[src/rtl/weight_fetch_buffer.sv]
// Weight-ROM read sequencer with a 2-entry FIFO feeding the conv engine.
// Optional ROM watchdog enabled by defining WFB_TIMEOUT_EN.
module weight_fetch_buffer #(
  parameter int unsigned NUM_FILTERS    = 64,
  parameter int unsigned INPUT_CHANNELS = 3,
  parameter int unsigned KERNEL_SIZE    = 3,
  parameter int unsigned WEIGHT_WIDTH   = 8,
  parameter int unsigned TIMEOUT_CYCLES = 64,
  localparam int unsigned KW = KERNEL_SIZE * KERNEL_SIZE * WEIGHT_WIDTH,
  localparam int unsigned FW = (NUM_FILTERS > 1) ? $clog2(NUM_FILTERS) : 1,
  localparam int unsigned CW = (INPUT_CHANNELS > 1) ? $clog2(INPUT_CHANNELS) : 1
) (
  input  logic          clk,
  input  logic          rst_n,
  input  logic          start,
  input  logic          rom_ready,
  output logic [FW-1:0] rom_filter_idx,
  output logic [CW-1:0] rom_channel_idx,
  output logic          rom_read_enable,
  input  logic [KW-1:0] rom_weight,
  input  logic          rom_weight_valid,
  output logic [KW-1:0] wt_data,
  output logic [FW-1:0] wt_filter,
  output logic [CW-1:0] wt_channel,
  output logic          wt_last_ch,
  output logic          wt_valid,
  input  logic          wt_ready,
  output logic          busy,
  output logic          done,
  output logic          err
);

  typedef enum logic [1:0] {S_IDLE, S_ISSUE, S_WAIT, S_DRAIN} state_t;

  localparam logic [FW-1:0] F_LAST = FW'(NUM_FILTERS - 1);
  localparam logic [CW-1:0] C_LAST = CW'(INPUT_CHANNELS - 1);

  state_t        r_state;
  state_t        w_next;
  logic [FW-1:0] r_fil;
  logic [CW-1:0] r_ch;
  logic [KW-1:0] r_dat [2];
  logic [FW-1:0] r_ent_f [2];
  logic [CW-1:0] r_ent_c [2];
  logic [1:0]    r_count;

  logic w_push;
  logic w_pop;
  logic w_issue;
  logic w_idx_last;
  logic w_head_last;
  logic w_timeout;

  assign w_push      = (r_state == S_WAIT) && rom_weight_valid;
  assign w_pop       = (r_count != 2'd0) && wt_ready;
  assign w_issue     = (r_state == S_ISSUE) && rom_ready && (r_count < 2'd2);
  assign w_idx_last  = (r_fil == F_LAST) && (r_ch == C_LAST);
  assign w_head_last = (r_ent_f[0] == F_LAST) && (r_ent_c[0] == C_LAST);

`ifdef WFB_TIMEOUT_EN
  localparam int unsigned TW = $clog2(TIMEOUT_CYCLES + 1);
  logic [TW-1:0] r_tcnt;
  logic          r_err;

  // Counter restarts on every entry to WAIT; expiry fires on the last allowed WAIT cycle.
  assign w_timeout = (r_state == S_WAIT) && !rom_weight_valid &&
                     (r_tcnt == TW'(TIMEOUT_CYCLES - 1));

  always_ff @(posedge clk or negedge rst_n) begin
    if (!rst_n) begin
      r_tcnt <= '0;
      r_err  <= 1'b0;
    end else begin
      if (r_state != S_WAIT) r_tcnt <= '0;
      else                   r_tcnt <= r_tcnt + 1'b1;
      if ((r_state == S_IDLE) && start) r_err <= 1'b0;
      else if (w_timeout)               r_err <= 1'b1;
    end
  end

  assign err = r_err;
`else
  assign w_timeout = 1'b0;
  assign err       = 1'b0;
`endif

  always_ff @(posedge clk or negedge rst_n) begin
    if (!rst_n) r_state <= S_IDLE;
    else        r_state <= w_next;
  end

  always_comb begin
    w_next = r_state;
    unique case (r_state)
      S_IDLE:  if (start) w_next = S_ISSUE;
      S_ISSUE: if (w_issue) w_next = S_WAIT;
      S_WAIT: begin
        if (w_timeout)   w_next = S_IDLE;
        else if (w_push) w_next = w_idx_last ? S_DRAIN : S_ISSUE;
      end
      S_DRAIN: if ((r_count == 2'd0) || (w_pop && w_head_last)) w_next = S_IDLE;
      default: w_next = S_IDLE;
    endcase
  end

  always_comb begin
    rom_read_enable = w_issue;
    busy            = (r_state != S_IDLE);
    done            = (r_state == S_DRAIN) && w_pop && w_head_last;
  end

  always_ff @(posedge clk or negedge rst_n) begin
    if (!rst_n) begin
      r_fil <= '0;
      r_ch  <= '0;
    end else if ((r_state == S_IDLE) && start) begin
      r_fil <= '0;
      r_ch  <= '0;
    end else if (w_push && !w_idx_last) begin
      if (r_ch == C_LAST) begin
        r_ch  <= '0;
        r_fil <= r_fil + 1'b1;
      end else begin
        r_ch  <= r_ch + 1'b1;
      end
    end
  end

  // Entry 0 is always the head; a pop shifts entry 1 down.
  always_ff @(posedge clk or negedge rst_n) begin
    if (!rst_n) begin
      r_count    <= 2'd0;
      r_dat[0]   <= '0;
      r_dat[1]   <= '0;
      r_ent_f[0] <= '0;
      r_ent_f[1] <= '0;
      r_ent_c[0] <= '0;
      r_ent_c[1] <= '0;
    end else if (w_timeout) begin
      r_count <= 2'd0;
    end else begin
      unique case ({w_push, w_pop})
        2'b10: begin
          if (r_count == 2'd0) begin
            r_dat[0]   <= rom_weight;
            r_ent_f[0] <= r_fil;
            r_ent_c[0] <= r_ch;
          end else begin
            r_dat[1]   <= rom_weight;
            r_ent_f[1] <= r_fil;
            r_ent_c[1] <= r_ch;
          end
          r_count <= r_count + 2'd1;
        end
        2'b01: begin
          r_dat[0]   <= r_dat[1];
          r_ent_f[0] <= r_ent_f[1];
          r_ent_c[0] <= r_ent_c[1];
          r_count    <= r_count - 2'd1;
        end
        2'b11: begin
          if (r_count == 2'd1) begin
            r_dat[0]   <= rom_weight;
            r_ent_f[0] <= r_fil;
            r_ent_c[0] <= r_ch;
          end else begin
            r_dat[0]   <= r_dat[1];
            r_ent_f[0] <= r_ent_f[1];
            r_ent_c[0] <= r_ent_c[1];
            r_dat[1]   <= rom_weight;
            r_ent_f[1] <= r_fil;
            r_ent_c[1] <= r_ch;
          end
        end
        default: ;
      endcase
    end
  end

  assign rom_filter_idx  = r_fil;
  assign rom_channel_idx = r_ch;
  assign wt_valid        = (r_count != 2'd0);
  assign wt_data         = r_dat[0];
  assign wt_filter       = r_ent_f[0];
  assign wt_channel      = r_ent_c[0];
  assign wt_last_ch      = wt_valid && (r_ent_c[0] == C_LAST);

endmodule

[config.mk]
export PLATFORM = sky130hd
export DESIGN_NAME = weight_fetch_buffer
export DESIGN_NICKNAME = d
export VERILOG_FILES = /design/src/rtl/weight_fetch_buffer.sv
export SDC_FILE = /design/constraint.sdc
export NUM_CORES = 1
export LEC_CHECK = 0
export BUFFER_PORTS_ARGS = -buffer_cell sky130_fd_sc_hd__buf_2
export CORE_ASPECT_RATIO = 1.75
export CORE_MARGIN = 2
export CORE_UTILIZATION = 40
export DETAILED_ROUTE_END_ITERATION = 16
export PLACE_DENSITY_LB_ADDON = 0.08
export SLEW_MARGIN = 5
export SYNTH_ARGS = -nofsm -noshare
export SYNTH_HDL_FRONTEND = slang
export SYNTH_SLANG_ARGS = --single-unit
[constraint.sdc]
create_clock -name clk -period 4.7 [get_ports clk]
set_clock_uncertainty 0.15 [all_clocks]
set_input_delay 1.175 -clock clk [delete_from_list [all_inputs] [get_ports clk]]
set_output_delay 1.175 -clock clk [all_outputs]
set_load 0.01 [all_outputs]
==> metrics.csv <==
metric,value,unit
status,finished clean,
vias in the first global route,5429,
grt ovf,0,
"Top FF cell, synth",dfrtp_1,
Worst Setup End Kind,output port,
initial antenna violation count,4,
largest net degree at the start of global routing,97,
critical path class,flip-flop to output port,
"most common cell after layout, fill and taps aside",dfrtp_1,
Tcrit/Tclk final,68.4,%
Area Overhead vs Synth,13.8,%
final hold violations,0,
cell area after synthesis,7860,µm²
"commonest cells after routing, fill and taps aside","dfrtp_1 (172), buf_2 (169), nand2_1 (96)",
PwrDens,656,nW/µm²
R2R Setup Slk,1.59,ns
met3 routed WL,705,µm
WL met1,7570,µm
fraction of registers with async set or reset after synthesis,100,%
DP Wirelength,12500,µm
Detailed Route Iter0 Violations,263,
# port buffers,170,
Die ar.,20800,µm²
"wirelength, routed",18300,µm
Residual DRC,0,
crit path time final,3.21,ns
layout cells sized above 1,38.4,%
root buf cell,clkbuf_16,
Post-synth EDFFs,0,
Max Fclk,311,MHz
Max Cap Violations,0,
top layer in use,met5,
Antenna Nets Post-Route,0,
min-delay worst type,flip-flop to flip-flop,
met2 wire length,9620,µm
Max VDD drop,0.248,mV
Rows,67,
Avg Synthesized Cell Area,11.3,µm²
Critical Path RT,3.38,ns
WP data arrival,1.89,ns
via total after detailed routing,5353,
H-tree levels,4,
initial core utilization,40.9,%
Core Area,19200,µm²
syn nets,777,
Finished Layout Cells,1025,
Inserted Clock Buffers,17,
RSZ-0062 raised after global routing,false,
post-placement cell count,990,
GPL Wtd Cong,0.782,
Longest Clk Path Bufs,2,
CTS tree,built,
first-pass GRT wire length,28900,µm
Startpoint Class,flip-flop,
die span in x,110,µm
I/O pin count,172,
synthesis-stage register bit count,172,
drt wl/cell,17.8,µm
Post-CTS Repair Setup Buffers,0,
vias per cell,5.22,
Slew @ Worst Pin,0.838,ns
global-route usage over all layers,18.2,%
crit-path max FO,5,
Pleak,4.22,nW
clk slew on worst S/H paths,0.07,ns
final net count,852,
sequential area share after synthesis,54.8,%
drt pass-1 iters,5,
Sink Count,172,
cts repair resizes,0,
Setup Viol. Count Final,0,
final max-slew violation count,0,
WHS,0.326,ns
max_slew headroom,44.0,%
Synth warnings,0,
Die H,189,µm
Mapped Cells,693,
library cells used by synthesis,37,
Clock Latency Late Sink,0.43,ns
TNS Setup,0,ns
"Hold-fix buffers, CTS",0,
[final cells by class]
type                            count  area [µm²]
Clock inverter                     12         161
Clock buffer                       20         467
Tap cell                          241         302
Sequential cell                   172        4300
Timing Repair Buffer              181         977
Inverter                            7        26.3
Multi-Input combinational cell    389        2700
Fill cell                        1807       10300
Antenna cell                        3        7.51
[registers in the layout, summed over array words and instances, names as in the netlist]
signal	cells
r_count	2
r_dat	72
r_ent_c	2
r_ent_f	6
r_state	2
rom_channel_idx	2
rom_filter_idx	6
wt_channel	2
wt_data	72
wt_filter	6
[cell families (layout without fill, tap and decap cells)]
kind of cell | after synthesis | after routing | share of synthesized area, %
AO/OA/AOI/OAI | 176 | 176 | 14.3
other | 1 | 4 | 0.0477
flip-flops | 172 | 172 | 54.8
multiplexers | 84 | 84 | 12.0
buffers and inverters | 132 | 220 | 11.1
adder cells (fa/ha/maj) | 6 | 6 | 0.955
XOR/XNOR | 3 | 3 | 0.334
AND/OR/NAND/NOR | 119 | 119 | 6.59
[Yosys cell counts (3+ instances only)]
cell / n / share of area (%)
a21oi_1: 4 / 0.25
a22oi_1: 80 / 7.6
buf_2: 27 / 1.7
buf_4: 91 / 8.7
clkbuf_1: 7 / 0.33
dfrtp_1: 172 / 55
ha_1: 6 / 0.96
inv_1: 7 / 0.33
mux2_2: 80 / 11
mux2i_1: 4 / 0.51
nand2_1: 97 / 4.6
nor2_1: 4 / 0.19
o21ai_0: 69 / 4.4
o21ai_1: 13 / 0.83
xnor2_1: 3 / 0.33
[final timing paths]
| path | startpoint | endpoint | cells past startpoint |
|---|---|---|---|
| min reg2reg | wt_data[23]$_DFFE_PN0P_ | wt_data[23]$_DFFE_PN0P_ | 2 |
| min in group asynchronous | rst_n | wt_data[56]$_DFFE_PN0P_ | 1 |
| max | r_count[1]$_DFFE_PN0P_ | done | 5 |
| max in group asynchronous | rst_n | wt_data[53]$_DFFE_PN0P_ | 2 |
| max reg2reg | r_count[1]$_DFFE_PN0P_ | r_dat[53]$_DFFE_PN0P_ | 9 |
| min | wt_data[23]$_DFFE_PN0P_ | wt_data[23]$_DFFE_PN0P_ | 2 |
[worst max-delay path: stages (launching register included)]
cell	delay (ns)
dfrtp_1	0.38
inv_1	0.10
ha_1	0.30
nand2b_4	0.19
nor4_1	0.30
buf_2	0.19
[per-layer routing]
layer,global-route usage [%],vias to the layer above
met4,6.62,2
met3,3.61,21
met5,0,-
li1,-,2505
met2,31.7,131
met1,21.7,2694
[power by group]
part / internal (mW) / leakage, nW / switching [mW]
Clock: 0.886 / 0.311 / 0.599
Combinational: 0.876 / 1.75 / 1.03
Sequential: 2.11 / 2.16 / 0.361
[through the flow]
stage | util (%) | power [mW] | cell area [µm²] | worst slack (ns)
finish | 46.6 | 5.86 | 8940 | 1.49
global route | 46.6 | 6.27 | 8940 | 1.35
CTS | 46.5 | 5.95 | 8930 | 1.47
detailed placement | 43.3 | 4.45 | 8310 | 1.18
global placement | 43.3 | 4.37 | 8310 | 1.25
floorplan | - | 4.10 | 7860 | 1.70
(Power assumes the default switching activity.)
